`src/rtl/stream_mux2to1.sv`:
```
// Registered 2-to-1 stream merger: round-robin arbitration between two valid/ready
// inputs, source-tagged output beats and per-input accepted-beat counters.
module stream_mux2to1 #(
    parameter int WIDTH = 8,
    parameter int CNT_W = 8
) (
    input  logic             clk,
    input  logic             rst,
    input  logic [WIDTH-1:0] din0,
    input  logic             valid0,
    output logic             ready0,
    input  logic [WIDTH-1:0] din1,
    input  logic             valid1,
    output logic             ready1,
    output logic [WIDTH-1:0] dout,
    output logic             out_valid,
    input  logic             out_ready,
    output logic             out_src,
    output logic [CNT_W-1:0] cnt0,
    output logic [CNT_W-1:0] cnt1
);

    logic [WIDTH-1:0] dout_r;
    logic             out_valid_r;
    logic             out_src_r;
    logic [CNT_W-1:0] cnt0_r;
    logic [CNT_W-1:0] cnt1_r;
    logic             last_grant_r;

    logic             grant_valid_s;
    logic             grant_idx_s;
    logic             can_accept_s;
    logic             xfer_s;

    // Round-robin grant: a tie goes to the channel that did not win last time.
    always_comb begin
        grant_valid_s = 1'b0;
        grant_idx_s   = 1'b0;
        case ({valid1, valid0})
            2'b01: begin
                grant_valid_s = 1'b1;
                grant_idx_s   = 1'b0;
            end
            2'b10: begin
                grant_valid_s = 1'b1;
                grant_idx_s   = 1'b1;
            end
            2'b11: begin
                grant_valid_s = 1'b1;
                grant_idx_s   = ~last_grant_r;
            end
            default: begin
                grant_valid_s = 1'b0;
                grant_idx_s   = 1'b0;
            end
        endcase
    end

    // Handshake decode: accept only when the output register is empty or draining.
    always_comb begin
        can_accept_s = ~out_valid_r | out_ready;
        xfer_s       = grant_valid_s & can_accept_s & ~rst;
        ready0       = xfer_s & (grant_idx_s == 1'b0);
        ready1       = xfer_s & (grant_idx_s == 1'b1);
    end

    // Output register, arbitration history and beat counters.
    always_ff @(posedge clk) begin
        if (rst) begin
            dout_r       <= {WIDTH{1'b0}};
            out_valid_r  <= 1'b0;
            out_src_r    <= 1'b0;
            cnt0_r       <= {CNT_W{1'b0}};
            cnt1_r       <= {CNT_W{1'b0}};
            last_grant_r <= 1'b1;
        end else if (xfer_s) begin
            dout_r       <= grant_idx_s ? din1 : din0;
            out_src_r    <= grant_idx_s;
            out_valid_r  <= 1'b1;
            last_grant_r <= grant_idx_s;
            if (grant_idx_s) begin
                cnt1_r <= cnt1_r + {{(CNT_W-1){1'b0}}, 1'b1};
            end else begin
                cnt0_r <= cnt0_r + {{(CNT_W-1){1'b0}}, 1'b1};
            end
        end else if (out_valid_r && out_ready) begin
            out_valid_r <= 1'b0;
        end
    end

    assign dout      = dout_r;
    assign out_valid = out_valid_r;
    assign out_src   = out_src_r;
    assign cnt0      = cnt0_r;
    assign cnt1      = cnt1_r;

endmodule

```
`config.mk`:
```
export PLATFORM = sky130hd
export DESIGN_NAME = stream_mux2to1
export DESIGN_NICKNAME = d
export VERILOG_FILES = /design/src/rtl/stream_mux2to1.sv
export SDC_FILE = /design/constraint.sdc
export NUM_CORES = 1
export LEC_CHECK = 0
export CAP_MARGIN = 10
export CORE_ASPECT_RATIO = 1.2
export CORE_UTILIZATION = 38
export DETAILED_ROUTE_END_ITERATION = 6
export PLACE_DENSITY = 0.86
export SYNTH_ARGS = -nofsm -noshare
export SYNTH_HDL_FRONTEND = slang
export SYNTH_SLANG_ARGS = --single-unit
```
`constraint.sdc`:
```
create_clock -name clk -period 1.37 [get_ports clk]
set_input_delay 0.274 -clock clk [delete_from_list [all_inputs] [get_ports clk]]
set_output_delay 0.274 -clock clk [all_outputs]
set_load 0.005 [all_outputs]
```
### Word-level counts from Yosys, hierarchy flattened

Index checks and enable logic that the tools add are counted.

* register bits after elaboration: 27
* word-level logic and storage cells: 30

* reductions and logical operators: 5
* mux-type cells: 5
* equality and inequality tests: 3
* bitwise gates (word level): 9
* add/sub/neg operators: 2

Operator list (number)
* 8-bit by 1-bit adder with 8-bit output (second input constant): 2
* 8-bit 2-to-1 mux: 1
* 1-bit AND: 4
* 2-bit equality test (second input constant): 2
* 1-bit inverter: 4
* 2-bit AND reduction: 2
* 1-bit 2-to-1 mux: 3
* 3-bit OR reduction: 1
* 2-bit by 1-bit equality test with 1-bit output (second input constant): 1
* 1-bit one-hot mux with 2 select lines: 1
* 2-bit nonzero test: 1
* 1-bit logical AND: 1
* 1-bit OR: 1

### Depth between registers and ports, before layout

* word-level depth: 6
* depth in mapped cells: 6

### Least setup slack after synthesis

No wires, ideal clock.

* path kind: reg2reg
* start: register cnt0_r[0], in the netlist cnt0[0]
* end: register cnt0_r[4], in the netlist cnt0[4]
* setup time: 0.070 ns
* arrival time: 1.417 ns
* cell stages (with the launch flop): 6
* slack: -0.117 ns
* buffers on the path: 0
* required time: 1.300 ns
* cells stage by stage: dfxtp_1 > ha_1 > nand2_1 > or4_4 > or3_1 > a21oi_1

* cells in the longest elaborated chain, start to end: 1

Ends and longest elaborated chain
* from (decl): RTL line 26 `logic [CNT_W-1:0] cnt0_r;`
* from (signal assigned): RTL line 73 `cnt0_r <= {CNT_W{1'b0}};`
* from (signal assigned): RTL line 84 `cnt0_r <= cnt0_r + {{(CNT_W-1){1'b0}}, 1'b1};`
* 8-bit by 1-bit adder with 8-bit output: RTL line 84

No other way between the ends.
A chain may end at the register's enable or synchronous reset.

### Worst setup path after layout

Same ends and word-level chain as after synthesis.

==> impl_metrics.toml <==
[run_status]
status = "complete, but fails checks"
violations = "negative setup slack"

[power]
power.density_mw_per_mm2 = 738
worst_ir_drop_vdd_mv = 0.550
p_total_uw = 1580
leakagePower_uw = 0.000918

[floorplan]
rows = 22
start_util = 0.397
fp.coreArea_mm2 = 0.00306
dieArea_mm2 = 0.00342
pin_count = 49
die_w_um = 53.6
die_height_um = 63.9

[layout]
final_nets = 249
syn2layout_area_growth_pct = 77.0
fill_cells = 236
drive_gt1_frac = 0.382
num_antenna_cells = 0

[placed_design]
routabilityCongestion = 0.836
port_buffers = 48
dp_hpwl_mm = 2.37

[timing]
setup-tns-final_ns = -0.919
worstMarginPinSlew_ns = 0.422
max-slew-margin-rel = 0.715
finalHoldViolations = 0
finClkSkew_ns = 0.00124
fmax_mhz = 626
period_share = 1.17
rsz0062_at_grt = "true"
worst_slack_ns = -0.227
period_minus_slack_ns = 1.60
setup_violations = 7
holdWs_ns = 0.473
slew_viol_final = 0

[min_path]
min_to = "out_src"
min_path_cells = 2
min_path_type = "reg -> reg"
hp-start = "out_src"

[routing]
drt-vias-per-instance = 5.16
num_vias = 1346
dr.pass1.iters = 4
routed_wl_mm = 3.71
drt-initial-drc-count = 40
post_drt_wl_per_cell_um = 14.2
antenna_left = 0
drt_drc_violations_left = 0

[setup_path]
critPathKind = "reg -> reg"
crit_path_start_kind = "flip-flop"
ff2ff_path_depth = 5
cp.required_ns = 1.65
crit_family = "simple AND/OR/NAND/NOR gates"
crit_path_max_fanout = 5
cp-end-kind = "flip-flop"
critPathMaxStageDelay_ns = 0.52
r2r_slack_ns = -0.23
cp_slowest_cell = "or4_4"
r2r_start = "cnt0[0]"
worstPathCellList = "ha_1 -> nand2_1 -> or4_4 -> or3_4 -> a21oi_2"
cp_num_buf_inv = 0
cp.arrival_ns = 1.88
r2r_end = "cnt0[4]"

[synthesis]
synth_cell_types = 29
syn_area_mm2 = 0.00121
ys_seq_area_frac = 0.446
synth_top_area_frac = 0.446
synthTopCellsByArea = "dfxtp_1 45%, nor2_1 7.7%, nand2_1 7.4%, xnor2_1 5.8%, a311oi_1 5.1%"
synth_warnings = 0
synth.net_count = 169
synthFlopType = "dfxtp_1"
async_flop_share = 0
synth_edf_count = 0
synth_area_per_cell_um2 = 8.30
ys_seq_elements = 27
yosysTopAreaCell = "dfxtp_1"
syn_inst = 146

[global_route]
overflow = 0
antenna_found_initial = 0
grt_pass1_wl_mm = 5.49
grt_pass1_vias = 1290
grt_max_degree = 15
grt.total_usage = 0.212

[clocking]
cts_tree = "yes"
postCtsHoldBufs = 0
root_buffer = "clkbuf_4"
clock_latency_ns = 0.33
numCtsBuffers = 3
clock-sinks = 27
cts.clk_slew.worst_paths_ns = 0.15
clockBufferDepth = 2
htree_levels = 1

[job]
maxCapViolations = 0
==> flip-flops by register name (all words and copies together) (netlist names) <==
register / flops
cnt0: 8
cnt1: 8
dout: 8
last_grant_r: 1
out_src: 1
out_valid: 1
==> synth_stat cells (2+ instances only) <==
master	count
nor2_1	25
nor4_1	4
nand2b_1	3
inv_1	2
nand3_1	4
buf_2	4
nor2b_1	2
a311oi_1	7
a21oi_1	7
clkbuf_1	2
o21ai_0	5
nor4b_1	3
or3_1	2
nand2_1	24
dfxtp_1	27
xor2_1	2
xnor2_1	8
nand4_1	3
ha_1	2
==> metal layers <==
layer | share of wire | up-vias | track usage
met5 | 0 | - | 0
met1 | 0.40 | 646 | 0.236
met4 | 0.012 | 0 | 0.0658
met2 | 0.56 | 29 | 0.398
li1 | - | 667 | -
met3 | 0.030 | 4 | 0.0238
==> timing repair <==
| item | in CTS | in global routing |
|---|---|---|
| buffers inserted | 12 | 0 |
| pin swaps | 7 | 6 |
| resized for setup | 73 | 20 |
| hold endpoints to repair | 0 | 0 |
| endpoints found under the setup margin | 45 | 24 |
==> layout make-up <==
type | instances | area [um2] | area share
multi-input cells | 110 | 769 | 0.359
inverters | 2 | 7.51 | 0.00350
well taps | 36 | 45.0 | 0.0210
clock buffers | 4 | 26.3 | 0.0122
flip-flops and latches | 27 | 581 | 0.271
repair buffers | 82 | 717 | 0.334
==> layout by cell type (no fill, tap or decap), types with 3 or more instances in the layout <==
master           Yosys  routed
nand2_1             24      22
o21ai_0              5       5
a311oi_1             7       5
xnor2_1              8       8
clkdlybuf4s15_1      0       3
nor2_1              25      24
dfxtp_2              0      23
a21oi_1              7       6
dlygate4sd2_1        0      26
buf_4                0      31
nand4_1              3       3
clkbuf_4             0       3
dfxtp_4              0       3
clkdlybuf4s50_1      0      17
nand3_1              4       4
==> worst register-to-register path, cell delays in order, from the launching register on <==
cell and delay, ns:
dfxtp_2 0.36, ha_1 0.14, nand2_1 0.05, or4_4 0.52, or3_4 0.35, a21oi_2 0.13
==> metrics by stage <==
stage | area [um2] | cells | setup WS [ns] | utilization
4_1_cts | 2050 | 261 | -0.213 | 0.670
3_3_place_gp | 1900 | 245 | -0.667 | 0.622
6_report | 2150 | 261 | -0.227 | 0.702
3_5_place_dp | 1900 | 245 | -0.689 | 0.622
2_1_floorplan | 1230 | 146 | -0.0984 | -
5_1_grt | 2150 | 261 | -0.295 | 0.702
==> power by group <==
group | total, uW | switching, uW | internal (uW)
Combinational | 375 | 165 | 209
Sequential | 846 | 21.8 | 824
Clock | 364 | 249 | 115
Total | 1580 | 436 | 1150
==> how the worst max path moves through the flow <==
stage,from,end,slack [ns],depth (start not counted)
global route,cnt0[0],cnt0[4],-0.30,5
detailed placement,valid1,cnt0[4],-0.69,6
global placement,out_ready,ready0,-0.67,4
finish,cnt0[0],cnt0[4],-0.23,5
floorplan,out_valid,cnt0[4],-0.1,4
CTS,cnt0[0],cnt0[4],-0.21,5
==> logic make-up (layout without fill, tap and decap cells) <==
group           after synthesis  count (layout)  synth area share
buf+inv                       9              88            0.0320
simple gates                 75              75             0.300
compound gates               23              23             0.129
xor+xnor                     10              10            0.0722
fa+ha+maj                     2               2            0.0206
flops                        27              27             0.446
No activity file was read; power rests on OpenSTA's default activity.
